<file path="src/rtl/dfr_output_scorer_if.sv">
// ----------------------------------------------------------------------------
// dfr_output_scorer_if
//   Bundles the control, memory-read and score-result signals of the DFR output
//   scorer. The master side (software/bench/memories) drives start, the run
//   configuration and the BRAM read data. The slave side (the scorer) drives
//   the shared read address, status and scores.
//
//   Signals:
//     start        master->slave  request a scoring run (sampled only in IDLE)
//     num_samples  master->slave  number of output/label pairs to score
//     threshold    master->slave  signed class threshold
//     out_data     master->slave  dfr_output_mem doutb (1 cycle after rd_addr)
//     label_data   master->slave  label mem doutb (1 cycle after rd_addr)
//     rd_addr      slave->master  shared read address for both memories
//     busy         slave->master  run in progress
//     done         slave->master  single-cycle pulse when scores are final
//     sse          slave->master  unsigned saturating sum of squared errors
//     sse_sat      slave->master  sse saturated during the current run
//     correct_cnt  slave->master  number of pairs whose class matches the label
//     max_abs_err  slave->master  running max |out-label| (DFR_SCORER_MAX_ERR_EN only)
//
//   Optional feature macro: DFR_SCORER_MAX_ERR_EN
// ----------------------------------------------------------------------------
interface dfr_output_scorer_if #(
    parameter int ADDR_WIDTH = 14,
    parameter int DATA_WIDTH = 32,
    parameter int ACC_WIDTH  = 64
) ();
    logic                  start;
    logic [ADDR_WIDTH-1:0] num_samples;
    logic [DATA_WIDTH-1:0] threshold;
    logic [DATA_WIDTH-1:0] out_data;
    logic [DATA_WIDTH-1:0] label_data;
    logic [ADDR_WIDTH-1:0] rd_addr;
    logic                  busy;
    logic                  done;
    logic [ACC_WIDTH-1:0]  sse;
    logic                  sse_sat;
    logic [ADDR_WIDTH-1:0] correct_cnt;
`ifdef DFR_SCORER_MAX_ERR_EN
    logic [DATA_WIDTH:0]   max_abs_err;

    modport master (
        output start, num_samples, threshold, out_data, label_data,
        input  rd_addr, busy, done, sse, sse_sat, correct_cnt, max_abs_err
    );
    modport slave (
        input  start, num_samples, threshold, out_data, label_data,
        output rd_addr, busy, done, sse, sse_sat, correct_cnt, max_abs_err
    );
`else
    modport master (
        output start, num_samples, threshold, out_data, label_data,
        input  rd_addr, busy, done, sse, sse_sat, correct_cnt
    );
    modport slave (
        input  start, num_samples, threshold, out_data, label_data,
        output rd_addr, busy, done, sse, sse_sat, correct_cnt
    );
`endif
endinterface

</file>
<file path="src/rtl/dfr_output_scorer.sv">
// ----------------------------------------------------------------------------
// dfr_output_scorer
//   Post-inference scoring stage. Streams dfr_output_mem port B and the label
//   BRAM in lockstep, accumulates the saturating sum of squared errors and
//   counts threshold-classification matches, so software reads two scores
//   instead of every output word.
//
//   Ports:
//     clk    core clock (S_AXI_ACLK domain)
//     rst    synchronous, active-high reset
//     s_bus  dfr_output_scorer_if.slave: start/num_samples/threshold in,
//            rd_addr out, out_data/label_data in, busy/done/sse/sse_sat/
//            correct_cnt (and max_abs_err when enabled) out
//
//   Pipeline (start accepted at edge c, pair k):
//     c+1+k  rd_addr = k issued (RUN)
//     c+2+k  BRAM output register holds pair k      (v1)
//     c+3+k  33-bit diff and class-match registered (v2)
//     c+4+k  square accumulated into sse            (v3)
//   done pulses at c+4+N, or at c+1 for N = 0.
//
//   Optional feature macro: DFR_SCORER_MAX_ERR_EN adds max_abs_err, the
//   running max |out-label| of the run, updated in v3 alongside sse.
// ----------------------------------------------------------------------------
module dfr_output_scorer #(
    parameter int ADDR_WIDTH = 14,
    parameter int DATA_WIDTH = 32,
    parameter int ACC_WIDTH  = 64
) (
    input  logic                 clk,
    input  logic                 rst,
    dfr_output_scorer_if.slave   s_bus
);

    localparam int SQ_W  = 2 * (DATA_WIDTH + 1);
    // One spare bit above the wider of accumulator and square catches both a
    // square that alone exceeds the accumulator and a carry out of the sum.
    localparam int SUM_W = ((ACC_WIDTH > SQ_W) ? ACC_WIDTH : SQ_W) + 1;

    typedef enum logic [1:0] {
        S_IDLE,
        S_RUN,
        S_DRAIN,
        S_DONE
    } state_t;

    state_t                       r_state;
    state_t                       w_state_nxt;
    logic                         w_accept;

    logic [ADDR_WIDTH-1:0]        r_num;
    logic signed [DATA_WIDTH-1:0] r_thr;
    logic [ADDR_WIDTH-1:0]        r_rd_addr;
    logic [ADDR_WIDTH-1:0]        w_last_addr;

    logic                         r_v1;
    logic                         r_v2;
    logic signed [DATA_WIDTH:0]   r_diff;
    logic                         r_match;

    logic [ACC_WIDTH-1:0]         r_sse;
    logic                         r_sse_sat;
    logic [ADDR_WIDTH-1:0]        r_correct;

    logic signed [DATA_WIDTH:0]   w_diff;
    logic                         w_pred;
    logic                         w_act;
    logic [DATA_WIDTH:0]          w_mag;
    logic [SQ_W-1:0]              w_sq;
    logic [SUM_W-1:0]             w_sum;
    logic                         w_ovf;

`ifdef DFR_SCORER_MAX_ERR_EN
    logic [DATA_WIDTH:0]          r_max_err;
`endif

    assign w_last_addr = r_num - ADDR_WIDTH'(1);

    // Sign-extend both operands so the difference of two extreme 32-bit
    // values cannot wrap.
    assign w_diff = $signed({s_bus.out_data[DATA_WIDTH-1], s_bus.out_data})
                  - $signed({s_bus.label_data[DATA_WIDTH-1], s_bus.label_data});
    assign w_pred = ($signed(s_bus.out_data)   >= r_thr);
    assign w_act  = ($signed(s_bus.label_data) >= r_thr);

    // |diff| always fits the unsigned diff width, so the square is formed
    // from the magnitude as a plain unsigned product.
    assign w_mag = r_diff[DATA_WIDTH] ? $unsigned(-r_diff) : $unsigned(r_diff);
    assign w_sq  = SQ_W'(w_mag) * SQ_W'(w_mag);
    assign w_sum = SUM_W'(w_sq) + SUM_W'(r_sse);
    assign w_ovf = |w_sum[SUM_W-1:ACC_WIDTH];

    // NOTE: every signal written here gets a default first, so no path through
    // the case leaves it unassigned and no latch is inferred.
    always_comb begin
        w_state_nxt = r_state;
        w_accept    = 1'b0;
        case (r_state)
            S_IDLE: begin
                if (s_bus.start) begin
                    w_accept    = 1'b1;
                    w_state_nxt = (s_bus.num_samples == '0) ? S_DONE : S_RUN;
                end
            end
            S_RUN: begin
                if (r_rd_addr == w_last_addr) begin
                    w_state_nxt = S_DRAIN;
                end
            end
            S_DRAIN: begin
                // v3 is the accumulate edge itself; once v1/v2 are empty the
                // final accumulate has already happened.
                if (!r_v1 && !r_v2) begin
                    w_state_nxt = S_DONE;
                end
            end
            S_DONE: begin
                w_state_nxt = S_IDLE;
            end
            default: begin
                w_state_nxt = S_IDLE;
            end
        endcase
    end

    // NOTE: sequential state uses non-blocking assignments so every register
    // samples pre-edge values regardless of statement order.
    always_ff @(posedge clk) begin
        if (rst) begin
            r_state   <= S_IDLE;
            r_num     <= '0;
            r_thr     <= '0;
            r_rd_addr <= '0;
            r_v1      <= 1'b0;
            r_v2      <= 1'b0;
            r_diff    <= '0;
            r_match   <= 1'b0;
            r_sse     <= '0;
            r_sse_sat <= 1'b0;
            r_correct <= '0;
`ifdef DFR_SCORER_MAX_ERR_EN
            r_max_err <= '0;
`endif
        end else begin
            r_state <= w_state_nxt;

            // An address issued in RUN shows up on the BRAM outputs one
            // cycle later; v1 marks that the outputs hold a live pair.
            r_v1 <= (r_state == S_RUN);
            r_v2 <= r_v1;
            if (r_v1) begin
                r_diff  <= w_diff;
                r_match <= (w_pred == w_act);
            end

            if (w_accept) begin
                r_num     <= s_bus.num_samples;
                r_thr     <= $signed(s_bus.threshold);
                r_rd_addr <= '0;
                r_sse     <= '0;
                r_sse_sat <= 1'b0;
                r_correct <= '0;
`ifdef DFR_SCORER_MAX_ERR_EN
                r_max_err <= '0;
`endif
            end else begin
                if (r_state == S_RUN && r_rd_addr != w_last_addr) begin
                    r_rd_addr <= r_rd_addr + ADDR_WIDTH'(1);
                end
                if (r_v2) begin
                    if (r_sse_sat || w_ovf) begin
                        r_sse     <= '1;
                        r_sse_sat <= 1'b1;
                    end else begin
                        r_sse <= w_sum[ACC_WIDTH-1:0];
                    end
                    if (r_match) begin
                        r_correct <= r_correct + ADDR_WIDTH'(1);
                    end
`ifdef DFR_SCORER_MAX_ERR_EN
                    if (w_mag > r_max_err) begin
                        r_max_err <= w_mag;
                    end
`endif
                end
            end
        end
    end

    assign s_bus.rd_addr     = r_rd_addr;
    assign s_bus.busy        = (r_state == S_RUN) || (r_state == S_DRAIN);
    assign s_bus.done        = (r_state == S_DONE);
    assign s_bus.sse         = r_sse;
    assign s_bus.sse_sat     = r_sse_sat;
    assign s_bus.correct_cnt = r_correct;
`ifdef DFR_SCORER_MAX_ERR_EN
    assign s_bus.max_abs_err = r_max_err;
`endif

endmodule

</file>
<file path="src/flat_wrapper.sv">
// flat-port wrapper written by rule: the top's interface ports become plain ports
module dfr_output_scorer_flat 
#(
    parameter int ADDR_WIDTH = 14,
    parameter int DATA_WIDTH = 32,
    parameter int ACC_WIDTH  = 64
)
  (clk, rst, s_bus_start, s_bus_num_samples, s_bus_threshold, s_bus_out_data, s_bus_label_data, s_bus_rd_addr, s_bus_busy, s_bus_done, s_bus_sse, s_bus_sse_sat, s_bus_correct_cnt);
  dfr_output_scorer_if #(.ADDR_WIDTH(ADDR_WIDTH), .DATA_WIDTH(DATA_WIDTH), .ACC_WIDTH(ACC_WIDTH)) s_bus_i ();
  input  logic clk;
  input  logic rst;
  input wire logic [$bits(s_bus_i.start)-1:0] s_bus_start;
  input wire logic [$bits(s_bus_i.num_samples)-1:0] s_bus_num_samples;
  input wire logic [$bits(s_bus_i.threshold)-1:0] s_bus_threshold;
  input wire logic [$bits(s_bus_i.out_data)-1:0] s_bus_out_data;
  input wire logic [$bits(s_bus_i.label_data)-1:0] s_bus_label_data;
  output wire logic [$bits(s_bus_i.rd_addr)-1:0] s_bus_rd_addr;
  output wire logic [$bits(s_bus_i.busy)-1:0] s_bus_busy;
  output wire logic [$bits(s_bus_i.done)-1:0] s_bus_done;
  output wire logic [$bits(s_bus_i.sse)-1:0] s_bus_sse;
  output wire logic [$bits(s_bus_i.sse_sat)-1:0] s_bus_sse_sat;
  output wire logic [$bits(s_bus_i.correct_cnt)-1:0] s_bus_correct_cnt;
  assign s_bus_i.start = s_bus_start;
  assign s_bus_i.num_samples = s_bus_num_samples;
  assign s_bus_i.threshold = s_bus_threshold;
  assign s_bus_i.out_data = s_bus_out_data;
  assign s_bus_i.label_data = s_bus_label_data;
  assign s_bus_rd_addr = s_bus_i.rd_addr;
  assign s_bus_busy = s_bus_i.busy;
  assign s_bus_done = s_bus_i.done;
  assign s_bus_sse = s_bus_i.sse;
  assign s_bus_sse_sat = s_bus_i.sse_sat;
  assign s_bus_correct_cnt = s_bus_i.correct_cnt;
  dfr_output_scorer #(.ADDR_WIDTH(ADDR_WIDTH), .DATA_WIDTH(DATA_WIDTH), .ACC_WIDTH(ACC_WIDTH)) u_core (.clk(clk), .rst(rst), .s_bus(s_bus_i));
endmodule
</file>
<file path="config.mk">
export PLATFORM = sky130hd
export DESIGN_NAME = dfr_output_scorer_flat
export DESIGN_NICKNAME = d
export VERILOG_FILES = /design/src/rtl/dfr_output_scorer_if.sv /design/src/rtl/dfr_output_scorer.sv /design/src/flat_wrapper.sv
export SDC_FILE = /design/constraint.sdc
export NUM_CORES = 2
export LEC_CHECK = 0
export BUFFER_PORTS_ARGS = -buffer_cell sky130_fd_sc_hd__buf_2
export CAP_MARGIN = 0
export CORE_ASPECT_RATIO = 0.75
export CORE_MARGIN = 8
export CORE_UTILIZATION = 58
export CTS_BUF_LIST = sky130_fd_sc_hd__clkbuf_4
export DETAILED_ROUTE_END_ITERATION = 8
export PLACE_DENSITY = 0.76
export SLEW_MARGIN = 20
export SYNTH_ARGS = -nofsm -noshare
export SYNTH_HDL_FRONTEND = slang
export SYNTH_SLANG_ARGS = --single-unit
</file>
<file path="constraint.sdc">
create_clock -name clk -period 11.83 [get_ports clk]
set_input_delay 1.7745 -clock clk [delete_from_list [all_inputs] [get_ports clk]]
set_output_delay 1.7745 -clock clk [all_outputs]
set_load 0.005 [all_outputs]
</file>
After elaboration in Yosys (flattened, before gate mapping)
Cells that the tools add are included.

Bits in registers: 177. Input bits: 113. Output and inout port bits: 95. Logic and storage cells: 51.

Add/sub/neg operators: 6. Multipliers: 1. Magnitude comparators: 2. Equality and inequality tests: 9. Multiplexer cells: 9. Reduce and logical (&&, ||, !) cells: 13.

Operators by type and width (number): 66-bit by 64-bit adder with 67-bit output (1); 33-bit by 33-bit multiplier with 66-bit output (1); 32-bit >= comparator (2); 64-bit two-way mux (1); 33-bit two-way mux (1); 33-bit negator (1); 32-bit by 32-bit subtractor with 33-bit output (1); 14-bit by 1-bit adder with 14-bit output, second input constant (2); 14-bit equality test (1); 14-bit zero test (1); 14-bit != test (1); 14-bit by 1-bit subtractor with 14-bit output, second input constant (1); 2-bit two-way mux (4); 2-bit one-hot mux with 4 select lines (1); 2-bit equality test, second input constant (2); 2-bit by 1-bit != test with 1-bit output, second input constant (2); 2-bit AND reduction (2); 3-bit AND reduction (1); 3-bit OR reduction (1); 2-bit by 1-bit equality test with 1-bit output, second input constant (1); 1-bit logical AND (2); 1-bit zero test (2); 2-bit zero test (1); 1-bit logical OR (2); 4 further kinds (5).

Logic depth before layout (Yosys ltp)
Depth after elaboration: 7. Depth in mapped cells: 43. Mapped depth without buffers: 38.

Worst setup path before layout
OpenSTA, ideal clock, no wires.

Path kind: register -> register. Start: register u_core.r_diff[0]. End: register u_core.r_sse[13], in the netlist u_core.s_bus.sse[13]. Setup time: 0.167 ns. Data arrival time: 9.950 ns. Data required time: 11.663 ns. Path slack: 1.713 ns. Cell stages (with the launch flop): 43. Path buffers: 6. Clock period less this slack: 10.117 ns. Path through: dfxtp_1 > clkbuf_1 > inv_1 > clkbuf_1 > ha_1 > nand4b_1 > or2_4 > or2_4 > o31ai_1 > xor2_1 > clkbuf_1 > nor2_1 > inv_1 > fa_1 > fa_1 > inv_1 > fa_1 > inv_1 > [7 not listed] > inv_1 > fa_1 > inv_1 > ha_1 > clkbuf_1 > a21oi_1 > o21ai_0 > a31oi_1 > o221ai_1 > a221oi_1 > o41ai_2 > a41oi_1 > nand2_1 > o311a_1 > nor4b_2 > buf_6 > buf_6 > a31oi_4.

Longest elaborated chain between the ends: 7.

RTL lines: start, declared (line dfr_output_scorer.sv:58) `logic signed [DATA_WIDTH:0] r_diff;`; start signal, assigned (line dfr_output_scorer.sv:152) `r_diff <= w_diff;`; 33-bit negator (line dfr_output_scorer.sv:88) `assign w_mag = r_diff[DATA_WIDTH] ? $unsigned(-r_diff) : $unsigned(r_diff);`; 33-bit two-way mux * (line dfr_output_scorer.sv:88); 33-bit by 33-bit multiplier with 66-bit output * (line dfr_output_scorer.sv:89) `assign w_sq = SQ_W'(w_mag) * SQ_W'(w_mag);`; 66-bit by 64-bit adder with 67-bit output * (line dfr_output_scorer.sv:90) `assign w_sum = SUM_W'(w_sq) + SUM_W'(r_sse);`; 3-bit OR reduction (line dfr_output_scorer.sv:91) `assign w_ovf = |w_sum[SUM_W-1:ACC_WIDTH];`; 1-bit logical OR (line dfr_output_scorer.sv:171) `if (r_sse_sat || w_ovf) begin`; 64-bit two-way mux * (line dfr_output_scorer.sv:171); end signal, assigned (line dfr_output_scorer.sv:175) `r_sse <= w_sum[ACC_WIDTH-1:0];`; end, declared (line dfr_output_scorer.sv:61) `logic [ACC_WIDTH-1:0] r_sse;`.

Mark *: on every way between the ends. The rest lies on a longest branch, timed or not. A chain may end at the register's enable or synchronous reset.

Worst setup path after layout
Start: register u_core.r_diff[11]. End: register u_core.r_sse[31], in the netlist u_core.s_bus.sse[31].

The elaborated chain is that of the path after synthesis.

==> run_results.csv <==
group,metric,value,unit
drt,drtIter0Drc,3118,
floorplanning,dieArea,83700,um2
yosys,synth_edf_count,0,
placement,placed_area,45700,um2
finish,syn_to_final_growth,6.24,%
yosys,ys.flop_type,"dfxtp_1",
sta,period_share,96.3,%
finish,final_common_cell,"inv_1",
global_route,track_usage,30.8,%
sta,tightest_slew,1.13,ns
global_route,overflow,0,
clock_tree,post-cts-setup-buffer-count,0,
clock_tree,clock_path_buffers,2,
power_and_ir_drop,irDropWorstVdd,142,uV
yosys,synth.area.top_cells,"fa_1, inv_1, ha_1",
drt,detail_route.wl_per_cell,21.0,um
clock_tree,cts_tree,"done",
drt,wirelength,127000,um
setup_path,cp_num_buf_inv,10,
hold_path,min_path_cells,2,
setup_path,critPathMaxStageDelay,0.62,ns
placement,hpwl,104000,um
setup_path,worstPathMaxFanout,39,
finish,n_fill_cell,6313,
floorplanning,die_h,253,um
yosys,synth_area_per_cell,8.84,um2
sta,finalHoldViolCount,0,
yosys,yosys_warnings,0,
yosys,synth.cell_area,43300,um2
global_route,grt_pass1_wl,201000,um
floorplanning,pin_count,208,
yosys,async_flop_share,0,%
yosys,yosysSeqAreaShare,8.19,%
sta,relSlewSlack,24.3,%
sta,rsz0062_at_grt,"no",
sta,report.final.slew_viol_count,0,
setup_path,crit_path_end_kind,"flop",
clock_tree,h-tree-depth,4,
hold_path,min_path_type,"flop to flop",
sta,fin_crit,11.39,ns
setup_path,cpMaxStageDelayCell,"a211oi_1",
drt,firstDrtPassIters,5,
finish,drive_gt1_share,7.98,%
clock_tree,post_cts_resized,0,
sta,setup_tns,0,ns
drt,ant_nets,0,
placement,gp_congestion,1.00,
floorplanning,die-width,331,um
flow_run,drv_cap,0,
sta,max_freq,0.0878,GHz
finish,design_area,46000,um2
clock_tree,clock_latency,0.73,ns
setup_path,crit_path_frequent_cell,"fa_1",
sta,finalClockSkew,0.0327,ns
setup_path,startpoint_type,"flop",
floorplanning,core-area,73600,um2
yosys,postSynthCellCount,4892,
setup_path,cpLargestDelayFamily,"adder cells",
setup_path,worstSetupPathType,"flop to flop",
floorplanning,rows,86,
setup_path,cp_data_arrival_time,11.94,ns
global_route,antenna_found_initial,2,
drt,vias_per_cell,5.51,
finish,final_cell_mix,"inv_1, fa_1, nand2_1, ha_1, nor2_1",
sta,setup_viol,0,
clock_tree,root_buffer,"clkbuf_4",
placement,port_buffers,207,
finish,finalNetCount,6458,
power_and_ir_drop,power_density,142,nW/um2
clock_tree,numCtsBuffers,17,
yosys,synthDistinctLibCells,75,
floorplanning,start_util,58.8,%
run_status,status,"completed",
yosys,yosysTopAreaCellShare,42.9,%
drt,vias,33287,
power_and_ir_drop,leakage,0.0246,uW
global_route,grt_pass1_vias,35141,
yosys,yosys.area.top_type,"fa_1",
yosys,ys_ff_latch,177,
clock_tree,clock-sinks,177,
setup_path,required,12.37,ns
setup_path,cp.depth,36,
setup_path,r2r_cells,36,
drt,route.detailed.drc,0,
clock_tree,clkTransAtPathRegs,0.17,ns
global_route,grt_max_degree,79,
clock_tree,hold_buffers,0,
-- state kept, by name, summed over array words and instances (netlist names) --
| signal | flops |
|---|---|
| u_core.r_diff | 33 |
| u_core.r_match | 1 |
| u_core.r_num | 14 |
| u_core.r_state | 2 |
| u_core.r_thr | 32 |
| u_core.r_v1 | 1 |
| u_core.r_v2 | 1 |
| u_core.s_bus.correct_cnt | 14 |
| u_core.s_bus.rd_addr | 14 |
| u_core.s_bus.sse | 64 |
| u_core.s_bus.sse_sat | 1 |
-- cell usage after synthesis (all sizes together), types with 72 or more instances --
| cell | number |
|---|---|
| nand2 | 516 |
| nor2 | 340 |
| a21oi | 169 |
| xor2 | 83 |
| o21ai | 154 |
| inv | 1373 |
| a31oi | 81 |
| a21o | 72 |
| xnor2 | 87 |
| fa | 926 |
| ha | 368 |
| dfxtp | 177 |
| clkbuf | 159 |
-- stage by stage --
step	setup WS [ns]	instances	total power [uW]	hold slack, ns	utilization (%)
after global placement	0.839	6000	5910	0.442	62.0
after detailed placement	0.648	6000	5990	0.446	62.0
final	0.436	6037	6540	0.466	62.4
after global routing	0.0326	6033	7080	0.484	62.4
after CTS	0.586	6032	6430	0.467	62.4
after floorplan	1.71	4915	4350	0.436	-
-- where the power goes --
group / internal [uW] / switching, uW / total, uW
Combinational: 1810 / 3560 / 5380
Sequential: 671 / 104 / 775
Clock: 115 / 272 / 387
-- layer usage --
metal / up-vias / global-route usage (%) / wire [um]
met1: 16272 / 42.7 / 52700
li1: 14993 / - / -
met5: - / 0 / 0
met4: 0 / 8.93 / 4450
met2: 1772 / 45.6 / 52900
met3: 250 / 11.0 / 16400
-- worst register-to-register path, delay by kind of cell, from the launching register on --
| family | cells | cell delay (ns) |
|---|---|---|
| flops | 1 | 0.39 |
| buf+inv | 10 | 1.76 |
| fa+ha+maj | 9 | 4.11 |
| simple gates | 6 | 1.80 |
| compound gates | 9 | 2.67 |
| xor+xnor | 2 | 0.50 |
-- kinds of logic after synthesis --
family | Yosys count | synth area share (%)
other | 2 | 0.0174
AO/OA/AOI/OAI | 593 | 10.1
multiplexers | 20 | 0.466
adder cells (fa/ha/maj) | 1294 | 53.5
XOR/XNOR | 170 | 3.44
buffers and inverters | 1554 | 13.6
AND/OR/NAND/NOR | 1082 | 10.7
flip-flops | 177 | 8.19
-- cell type report --
class	count	area [um2]	area share, %
clock buffers	18	135	0.294
repair buffers	288	1670	3.63
multi-input cells	3184	34000	74.1
inverters	1383	5190	11.3
clock inverters	14	145	0.316
flip-flops and latches	177	3550	7.72
well taps	968	1210	2.64
diodes	5	12.5	0.0272
-- final timing paths --
path	from	to	slack, ns
worst min-delay path	u_core.r_thr[21]	u_core.r_thr[21]	0.47
worst max register to register	u_core.r_diff[11]	u_core.s_bus.sse[31]	0.44
worst min register to register	u_core.r_thr[21]	u_core.r_thr[21]	0.47
worst max-delay path	u_core.r_diff[11]	u_core.s_bus.sse[31]	0.44
Power figures use the tool's default switching activity.
